**config.mk**
```make
export PLATFORM = sky130hd
export DESIGN_NAME = disp_arbiter
export DESIGN_NICKNAME = d
export VERILOG_FILES = /design/src/rtl/disp_arbiter.sv
export SDC_FILE = /design/constraint.sdc
export NUM_CORES = 1
export LEC_CHECK = 0
export ABC_AREA = 1
export CAP_MARGIN = 20
export CORE_ASPECT_RATIO = 1.1
export CORE_MARGIN = 2
export CORE_UTILIZATION = 52
export CTS_CLUSTER_SIZE = 14
export DETAILED_ROUTE_END_ITERATION = 8
export PLACE_DENSITY_LB_ADDON = 0.12
export SLEW_MARGIN = 20
export SYNTH_ARGS = -nofsm -noshare
export SYNTH_HDL_FRONTEND = slang
export SYNTH_SLANG_ARGS = --single-unit
```
**constraint.sdc**
```tcl
create_clock -name clk -period 1.7 [get_ports clk]
set_input_delay 0.17 -clock clk [delete_from_list [all_inputs] [get_ports clk]]
set_output_delay 0.17 -clock clk [all_outputs]
set_load 0.01 [all_outputs]
```
**src/rtl/disp_arbiter.sv**
```systemverilog
// Display content arbiter: background value A vs. timed req/ack message B for a 4-digit scanner.
// Optional build macro DISP_ARB_LZB_EN enables leading-zero blanking of the background.
`timescale 1ns/1ps
module disp_arbiter #(
  parameter int TICK_DIV = 50000,
  parameter int HOLD_MS  = 2000,
  parameter int BLINK_MS = 250
) (
  input  logic        clk,
  input  logic        reset,
  input  logic [15:0] a_num,
  input  logic        a_blink,
  input  logic        b_req,
  input  logic [15:0] b_num,
  input  logic        b_cancel,
  output logic        b_ack,
  output logic        b_done,
  output logic        busy,
  output logic [3:0]  num1,
  output logic [3:0]  num2,
  output logic [3:0]  num3,
  output logic [3:0]  num4
);

  localparam int TW = $clog2(TICK_DIV);
  localparam int HW = $clog2(HOLD_MS + 1);
  localparam int BW = $clog2(BLINK_MS + 1);
  localparam logic [TW-1:0] TICK_LAST  = TW'(TICK_DIV - 1);
  localparam logic [HW-1:0] HOLD_LAST  = HW'(HOLD_MS - 1);
  localparam logic [BW-1:0] BLINK_LAST = BW'(BLINK_MS - 1);

  localparam logic [1:0] SHOW_A = 2'd0;
  localparam logic [1:0] SHOW_B = 2'd1;
  localparam logic [1:0] DONE   = 2'd2;

  logic [1:0]    state_reg, state_next;
  logic [TW-1:0] tick_cnt_reg;
  logic [HW-1:0] hold_reg, hold_next;
  logic [BW-1:0] blink_cnt_reg;
  logic          hidden_reg;
  logic [15:0]   msg_reg, msg_next;
  logic [15:0]   num_reg, num_next;
  logic          ack_reg, ack_next, done_reg, done_next, busy_reg, busy_next;
  logic          tick;
  logic [15:0]   a_san, b_san, a_shown, bg;

  assign tick = (tick_cnt_reg == TICK_LAST);

  // Codes 12..15 are exactly the values with both top bits set; they show as blank.
  generate
    for (genvar gi = 0; gi < 4; gi++) begin : g_san
      assign a_san[gi*4 +: 4] = (a_num[gi*4+2 +: 2] == 2'b11) ? 4'd10 : a_num[gi*4 +: 4];
      assign b_san[gi*4 +: 4] = (b_num[gi*4+2 +: 2] == 2'b11) ? 4'd10 : b_num[gi*4 +: 4];
    end
  endgenerate

`ifdef DISP_ARB_LZB_EN
  logic z4, z3, z2;
  assign z4 = (a_num[15:12] == 4'd0);
  assign z3 = z4 && (a_num[11:8] == 4'd0);
  assign z2 = z3 && (a_num[7:4] == 4'd0);
  assign a_shown = {z4 ? 4'd10 : a_san[15:12],
                    z3 ? 4'd10 : a_san[11:8],
                    z2 ? 4'd10 : a_san[7:4],
                    a_san[3:0]};
`else
  assign a_shown = a_san;
`endif

  assign bg = (a_blink && hidden_reg) ? 16'hAAAA : a_shown;

  always_comb begin
    state_next = state_reg;
    msg_next   = msg_reg;
    hold_next  = hold_reg;
    ack_next   = 1'b0;
    done_next  = 1'b0;
    case (state_reg)
      SHOW_A: if (b_req) begin
        state_next = SHOW_B;
        msg_next   = b_san;
        hold_next  = '0;
        ack_next   = 1'b1;
      end
      SHOW_B: if (b_cancel) begin
        state_next = SHOW_A;
      end else if (tick) begin
        hold_next = hold_reg + 1'b1;
        if (hold_reg == HOLD_LAST) begin
          state_next = DONE;
          done_next  = 1'b1;
        end
      end
      DONE:    state_next = SHOW_A;
      default: state_next = SHOW_A;
    endcase
    // Outputs follow the state being entered, so every transition takes effect at its own edge.
    busy_next = (state_next != SHOW_A);
    num_next  = (state_next == SHOW_A) ? bg : msg_next;
  end

  always_ff @(posedge clk or negedge reset) begin
    if (!reset) begin
      state_reg     <= SHOW_A;
      tick_cnt_reg  <= '0;
      hold_reg      <= '0;
      blink_cnt_reg <= '0;
      hidden_reg    <= 1'b0;
      msg_reg       <= 16'hAAAA;
      num_reg       <= 16'hAAAA;
      ack_reg       <= 1'b0;
      done_reg      <= 1'b0;
      busy_reg      <= 1'b0;
    end else begin
      tick_cnt_reg <= tick ? '0 : tick_cnt_reg + 1'b1;
      if (tick) begin
        if (blink_cnt_reg == BLINK_LAST) begin
          blink_cnt_reg <= '0;
          hidden_reg    <= ~hidden_reg;
        end else begin
          blink_cnt_reg <= blink_cnt_reg + 1'b1;
        end
      end
      state_reg <= state_next;
      hold_reg  <= hold_next;
      msg_reg   <= msg_next;
      num_reg   <= num_next;
      ack_reg   <= ack_next;
      done_reg  <= done_next;
      busy_reg  <= busy_next;
    end
  end

  assign b_ack  = ack_reg;
  assign b_done = done_reg;
  assign busy   = busy_reg;
  assign num1   = num_reg[3:0];
  assign num2   = num_reg[7:4];
  assign num3   = num_reg[11:8];
  assign num4   = num_reg[15:12];

endmodule

```
After elaboration in Yosys (flattened, before gate mapping)
Index checks and enable logic that the tools add are counted.
{ "word_totals": {"reg_bits": 73, "latchBits": 0, "ramBits": 0, "romBits": 0, "inputBits": 37, "memories": 0} }
{ "op_classes": {"add_sub_neg": 3, "multipliers": 0, "n_div": 0, "n_lt_le_gt_ge": 0, "eq_ne": 15, "shifts": 0, "mux": 29, "n_bitwise": 1, "n_reduce_logical": 7} }
{ "ops": {"columns": ["op", "n"], "rows": [
  ["16-bit 2-to-1 mux", 5],
  ["11-bit 2-to-1 mux", 3],
  ["4-bit 2-to-1 mux", 8],
  ["11-bit case mux with 2 select lines", 1],
  ["16-bit by 1-bit adder with 16-bit output (second input constant)", 1],
  ["16-bit equality test (second input constant)", 1],
  ["2-bit equality test (second input constant)", 8],
  ["11-bit by 1-bit adder with 11-bit output (second input constant)", 1],
  ["11-bit equality test (second input constant)", 1],
  ["8-bit by 1-bit adder with 8-bit output (second input constant)", 1],
  ["8-bit equality test (second input constant)", 1],
  ["2-bit 2-to-1 mux", 4],
  ["8-bit 2-to-1 mux", 1],
  ["1-bit 2-to-1 mux", 6],
  ["2-bit inequality test (second input constant)", 3],
  ["2-bit zero test", 2],
  ["2-bit case mux with 2 select lines", 1],
  ["4-bit AND reduction", 1],
  ["2-bit nonzero test", 2],
  ["2-bit by 1-bit equality test with 1-bit output (second input constant)", 1],
  ["2-bit AND reduction", 1],
  ["1-bit logical AND", 1],
  ["1-bit NOT", 1]
]} }

Depth between registers and ports, before layout
Gate-level depths: netlist (run 1).
{ "depth": {"word_depth": 7, "ltp_mapped": 9, "mapped_depth_nobuf": 9} }

Least setup slack after synthesis (run 1)
OpenSTA, ideal clock, no wires.
{ "synth_timing": {"path_type": "reg2reg", "startpoint": "register tick_cnt_reg[0]", "endpoint": "register hold_reg[2]", "setup_ns": 0.117, "arrival_ns": 1.291, "t_required_ns": 1.583, "slack_ns": 0.293, "path_stages_with_launch": 10, "path_buffers": 1, "synth_period_minus_slack_ns": 1.407, "path_cell_list": "dfrtp_1 -> ha_1 -> nand2_2 -> nor2_8 -> inv_2 -> nor2_4 -> nand3_4 -> buf_6 -> nand3_1 -> nand2_1"} }
{ "synth_via": {"elab_chain_len": 3} }
{ "synth_lines": {"columns": ["element", "line", "rtl"], "rows": [
  ["start, declared", "37", "logic [TW-1:0] tick_cnt_reg;"],
  ["start signal, assigned", "115", "tick_cnt_reg <= tick ? '0 : tick_cnt_reg + 1'b1;"],
  ["16-bit equality test", "47", "assign tick = (tick_cnt_reg == TICK_LAST);"],
  ["2-bit inequality test (no line)", null, null],
  ["4-bit AND reduction (no line)", null, null],
  ["end signal, assigned", "125", "hold_reg <= hold_next;"],
  ["end, declared", "38", "logic [HW-1:0] hold_reg, hold_next;"]
]} }
No other way between the ends.
A chain may end at the register's enable or synchronous reset.

Worst setup path after layout (run 1)
{ "layout_timing": {"startpoint": "register num_reg[15]", "endpoint": "output port num4[3]"} }
{ "layout_rtl": {"columns": ["element", "line", "rtl"], "rows": [
  ["start, declared", "42", "logic [15:0] num_reg, num_next;"],
  ["start signal, assigned", "127", "num_reg <= num_next;"],
  ["end, declared", "22", "output logic [3:0] num4"]
]} }
No word-level cell between the ends.

==> flow_summary.ini, run 1 <==
[clock_network]
numCtsBuffers = 9
clkTransAtPathRegs_ns = 0.08
htreeDepth = 3
cts_tree = yes
root_buffer = clkbuf_8
cts_buffer_depth = 2
worstSkewPairLatency_ns = 0.34
post_cts_buffers = 0
cts.sinks = 73

[worst_setup_path]
cp.buffers_inverters = 1
cp_data_required_time_ns = 1.53
cp-start-kind = flop
setup.worst_path.start = num_reg[15]
worstPathMaxFanout = 1
worst_setup_path_end_kind = output port
critPathSlowestCell = clkdlybuf4s50_1
r2r_start = tick_cnt_reg[5]
crit_chain = clkdlybuf4s50_1
path_class = reg2out
crit_family = buffers and inverters
critPathMaxStageDelay_ns = 0.55
critical_path_arrival_ns = 1.41

[drt]
via_count = 3184
first_iter_violations = 112
ant_nets = 0
drt_first_pass_iters = 4
wire_per_inst_um = 13.1
wl_um = 8190
drc = 0
drt-vias-per-instance = 5.10

[sta]
setup_viol = 0
period_minus_slack_ns = 1.58
tightest_slew_ns = 0.390
grt_setup_unrepaired = false
fmax_mhz = 634
finalSetupTns_ns = 0
final_hold_viol_count = 0
relSlewSlack_pct = 73.9
fin_skew_ns = 0.00971
drv_slew = 0
fin_crit_sh_pct = 92.8
holdWs_ns = 0.372

[cells_and_area]
fin_util_pct = 67.2
area_delta_synth_final_pct = 26.6
drive_gt1_share_pct = 13.2
nets = 575
diodes = 0

[global_routing]
grt_max_degree = 74
antenna_found_initial = 0
grt_pass1_wl_um = 14300
grt_pass1_vias = 3215
track_usage_pct = 22.9
grt_overflow = 0

[power]
p_switching_mw = 1.02
pwr-share-comb_pct = 15.0
p_sw_share_pct = 23.8
p_clk_share_pct = 38.6
p_leak_nw = 2.27
intPower_mw = 3.26
totalPowerFinal_mw = 4.28
powerDensity_mw_per_mm2 = 914
seqPwrFrac_pct = 46.4
ir_worst_vdd_mv = 0.533

[yosys]
yosys.area.top_type = dfrtp_1
synth-edff-count = 0
synthArstFlopShare_pct = 100
syn-num-nets = 501
synth-seq-area-share_pct = 50.0
yosys_most_used_dff = dfrtp_1
yosysWarnings = 0
synthTopCellsByArea = dfrtp_1 (39%), nand2_1 (12%), dfstp_2 (11%), nand3_1 (5.7%), inv_1 (5.4%)
postSynthAreaPerCell_um2 = 8.03
ys_types = 33
synth-seq-cells = 73
syn_inst = 460
syn-cell-area_mm2 = 0.00370
synth_top_cell_area_share_pct = 38.6

[floorplan]
io_pins = 56
die_area_mm2 = 0.00780
rows = 32
start_util_pct = 53.1
core_area_mm2 = 0.00697
fp.dieH_um = 92.4
die_w_um = 84.4

[status]
status = finished clean

[placement]
hpwl_um = 5860
gp_congestion = 0.903
port_buffers = 55

[worst_hold_path]
hp-class = in2async

[run]
drv_cap = 0
[cells in the final DEF, fill, tap and decap left out, types with 3 or more instances in the layout]
master           netlist  layout
nand2_1              123     123
nand4_1               10      10
bufinv_16              0       3
nand3_1               42      42
ha_1                   4       4
nor3_1                 7       7
nand3b_1               3       3
xor2_1                11      11
clkdlybuf4s50_1        0      54
nor2_1                49      49
inv_1                 53      53
nand2_2                6       6
a21oi_1               13      13
o21ai_1                3       4
clkbuf_8               0      10
buf_4                  4      12
dfrtp_1               57      57
dfstp_2               16      16
o21ai_0               30      29
inv_2                  7       7
[per-stage QoR]
step,cell area (um^2),instances,worst slack [ns]
after floorplan,3700,460,0.293
after global placement,4410,606,0.170
after detailed placement,4410,606,0.118
after CTS,4660,623,0.102
after global routing,4680,624,0.00595
final,4680,624,0.122
[worst paths after layout]
| kind | end | slack, ns | cells after the start |
|---|---|---|---|
| worst max-delay path | num4[3] | 0.12 | 1 |
| worst min-delay path | blink_cnt_reg[5] | 0.37 | 3 |
| worst max register to register | hidden_reg | 0.13 | 6 |
| worst min register to register | tick_cnt_reg[0] | 0.46 | 1 |
| max in group asynchronous | num_reg[11] | 0.97 | 3 |
| min in group clk | num_reg[4] | 0.40 | 3 |
[synth_stat cells, types with 2 or more instances]
cell and instances:
xor2_1 11, nand3b_1 3, nor2_2 2, dfstp_2 16, buf_2 2, o21bai_1 2
inv_2 7, nor2_1 49, nand4_1 10, o21ai_0 30, ha_1 4, dfrtp_1 57
o21ai_1 3, inv_1 53, a21boi_1 2, a21oi_1 13, buf_4 4, nor2_4 2
nand3_1 42, nand2_2 6, nand3_4 2, nor3_1 7, nand2_1 123
[power groups by stage]
stage | clock network [mW] | registers, mW | logic [mW]
6_report | 1.65 | 1.99 | 0.640
5_1_grt | 1.76 | 2.00 | 0.708
4_1_cts | 1.69 | 1.99 | 0.644
3_5_place_dp | 0 | 2.02 | 0.640
3_3_place_gp | 0 | 2.02 | 0.632
2_1_floorplan | 0 | 2.05 | 0.240
[per-layer routing]
layer	track usage, %	up-vias	routed length (um)
met5	0	-	0
met4	10.1	0	170
met3	5.17	20	471
met2	36.6	97	3910
met1	29.8	1450	3630
li1	-	1617	-
[worst min-delay path: cells and delay by family]
family	cells	cell delay, ns
buf+inv	3	0.96
[repair_timing]
| action | in CTS | in global routing |
|---|---|---|
| hold buffers | 1 | 0 |
| endpoints found under the hold margin | 57 | 0 |
| setup endpoints to repair | 0 | 9 |
| gates resized for setup | 0 | 2 |
[cells by family (layout without fill, tap and decap cells)]
group / Yosys count / count (layout) / synth area share [%]
xor gates and xnor gates: 12 / 12 / 2.84
adders and majority gates: 4 / 4 / 1.35
AOI/OAI and AO/OA: 54 / 54 / 7.89
and+or+nand+nor: 249 / 250 / 30.3
buffers and inverters: 68 / 146 / 7.62
DFF: 73 / 73 / 50.0
[area by class of cell]
cell class | count | area [um^2]
Timing Repair Buffer | 69 | 666
Clock buffer | 11 | 141
Inverter | 61 | 230
Fill cell | 597 | 2290
Sequential cell | 73 | 1850
Multi-Input combinational cell | 320 | 1590
Tap cell | 85 | 106
Clock inverter | 5 | 103
Power figures use the tool's default switching activity.
==> inputs of run 2 (changes only) <==
--- a/config.mk
+++ b/config.mk
@@ -12,6 +12,7 @@
 export CORE_UTILIZATION = 52
 export CTS_CLUSTER_SIZE = 14
 export DETAILED_ROUTE_END_ITERATION = 8
+export MAX_ROUTING_LAYER = met4
 export PLACE_DENSITY_LB_ADDON = 0.12
 export SLEW_MARGIN = 20
 export SYNTH_ARGS = -nofsm -noshare
==> run 2 against run 1 <==
Against the previous run:
- hold slack got worse by 0.076 ns
- critical path depth rose by 7
- wire length rose by 0.82%
- sequential cell count did not move
- power fell by 5.2%
- register-to-register slack got worse by 0.02 ns
- critical endpoint is now hold_reg[0]
==> flow_summary.ini, run 2 (synthesis results as in run 1) <==
[placement]
gp_congestion = 0.884
port_buffers = 55
dp_slack_ns = 0.108
hpwl_um = 5990
dpl_cell_area_mm2 = 0.00441

[worst_setup_path]
crit_cells = 8
cp-endpoint = hold_reg[0]
crit_chain = ha_1, nand2_2, nor2_8, inv_2, nor2_4, nand3_4, buf_4, o21ai_2
cp-start-kind = flop
path_class = reg2reg
reg2reg_depth = 8
critical_path_arrival_ns = 1.86
r2r_start = tick_cnt_reg[0]
cp_data_required_time_ns = 1.98
setup.worst_path.start = tick_cnt_reg[0]
r2r-end = hold_reg[0]
critPathMaxStageDelay_ns = 0.38
worst_setup_path_end_kind = flop
r2r_setup_slack_ns = 0.11
critPathSlowestCell = dfrtp_1
worstPathMaxFanout = 7
crit_family = simple AND/OR/NAND/NOR gates
cp.buffers_inverters = 2

[sta]
finalSetupTns_ns = 0
period_minus_slack_ns = 1.59
fin_crit_sh_pct = 93.5
fmax_mhz = 629
grt_setup_unrepaired = false
tightest_slew_ns = 0.423
drv_slew = 0
fin_skew_ns = 0.00708
relSlewSlack_pct = 71.8
setup_viol = 0
setup_slack_ns = 0.111
final_hold_viol_count = 0

[drt]
drt_first_pass_iters = 4
drt-vias-per-instance = 5.15
first_iter_violations = 119
wl_um = 8250
ant_nets = 0
via_count = 3220
drc = 0
wire_per_inst_um = 13.2

[floorplan]
start_util_pct = 53.1
rows = 32
die_w_um = 84.4
fp.dieH_um = 92.4
die_area_mm2 = 0.00780
core_area_mm2 = 0.00697
io_pins = 56

[power]
intPower_mw = 3.04
p_clk_share_pct = 35.3
powerDensity_mw_per_mm2 = 871
totalPowerFinal_mw = 4.06
ir_worst_vdd_mv = 0.580
p_leak_nw = 2.26
p_sw_share_pct = 25.0
seqPwrFrac_pct = 49.0
p_switching_mw = 1.01
pwr-share-comb_pct = 15.7

[clock_network]
cts.sinks = 73
clkTransAtPathRegs_ns = 0.08
cts_tree = yes
worstSkewPairLatency_ns = 0.34
cts_buffer_depth = 2
root_buffer = clkbuf_8
htreeDepth = 3
numCtsBuffers = 9

[global_routing]
track_usage_pct = 22.8
grt_pass1_wl_um = 14000
grt_overflow = 0
antenna_found_initial = 0
grt_pass1_vias = 3214
grt_max_degree = 57

[worst_hold_path]
hp-class = in2async

[cells_and_area]
fill_cells = 597
final_cell_mix = nand2_1 (123), dfrtp_1 (57), clkdlybuf4s50_1 (54), inv_1 (53), nor2_1 (49)
multi_input_area_mm2 = 0.00159
drive_gt1_share_pct = 13.5
final_common_cell = nand2_1
ff_latch_area_mm2 = 0.00185
nets = 576
fin_util_pct = 66.9
diodes = 0
area_delta_synth_final_pct = 26.0
final_area_mm2 = 0.00466

[run]
drv_cap = 0

[status]
status = finished clean
-- run 2: cell types whose count changed in the layout (fill, tap and decap cells not counted), sizes merged --
cell and change:
buf +1, bufinv -2, clkbuf +1, clkinvlp +1
-- run 2: timing repair --
| action | CTS | global route |
|---|---|---|
| resized for setup | 0 | 1 |
| setup buffers | 0 | 1 |
| hold buffers | 1 | 0 |
| setup endpoints to repair | 0 | 9 |
| endpoints found under the hold margin | 13 | 0 |
-- run 2: through the flow --
stage | hold slack (ns) | instances
after floorplan | -0.126 | 460
after global placement | 0.132 | 606
after detailed placement | 0.139 | 606
after CTS | 0.308 | 623
after global routing | 0.330 | 625
final | 0.296 | 625
-- run 2: cell type report --
type	instances	area share [%]
inverters	61	4.94
repair buffers	70	14.5
clock buffers	12	3.55
clock inverters	4	1.07
flip-flops and latches	73	39.6
multi-input cells	320	34.1
well taps	85	2.28
-- run 2: power by group through the flow --
stage | Combinational (mW) | Sequential [mW] | Clock [mW]
after floorplan | 0.240 | 2.05 | 0
after global placement | 0.630 | 2.02 | 0
after detailed placement | 0.638 | 2.02 | 0
after CTS | 0.642 | 1.99 | 1.47
after global routing | 0.706 | 2.00 | 1.54
final | 0.637 | 1.99 | 1.43
-- run 2: how the worst min path moves through the flow --
stage,start,endpoint,depth (start not counted)
2_1_floorplan,reset,b_ack,0
3_3_place_gp,reset,tick_cnt_reg[2],1
3_5_place_dp,reset,tick_cnt_reg[2],1
4_1_cts,reset,tick_cnt_reg[6],2
5_1_grt,reset,tick_cnt_reg[6],2
6_report,reset,tick_cnt_reg[2],2
-- run 2: routing by layer --
metal  routed length (um)  track usage [%]
met1                 3820             30.0
met2                 3930             35.4
met3                  383             4.81
met4                  121             8.33
met5                    0                -
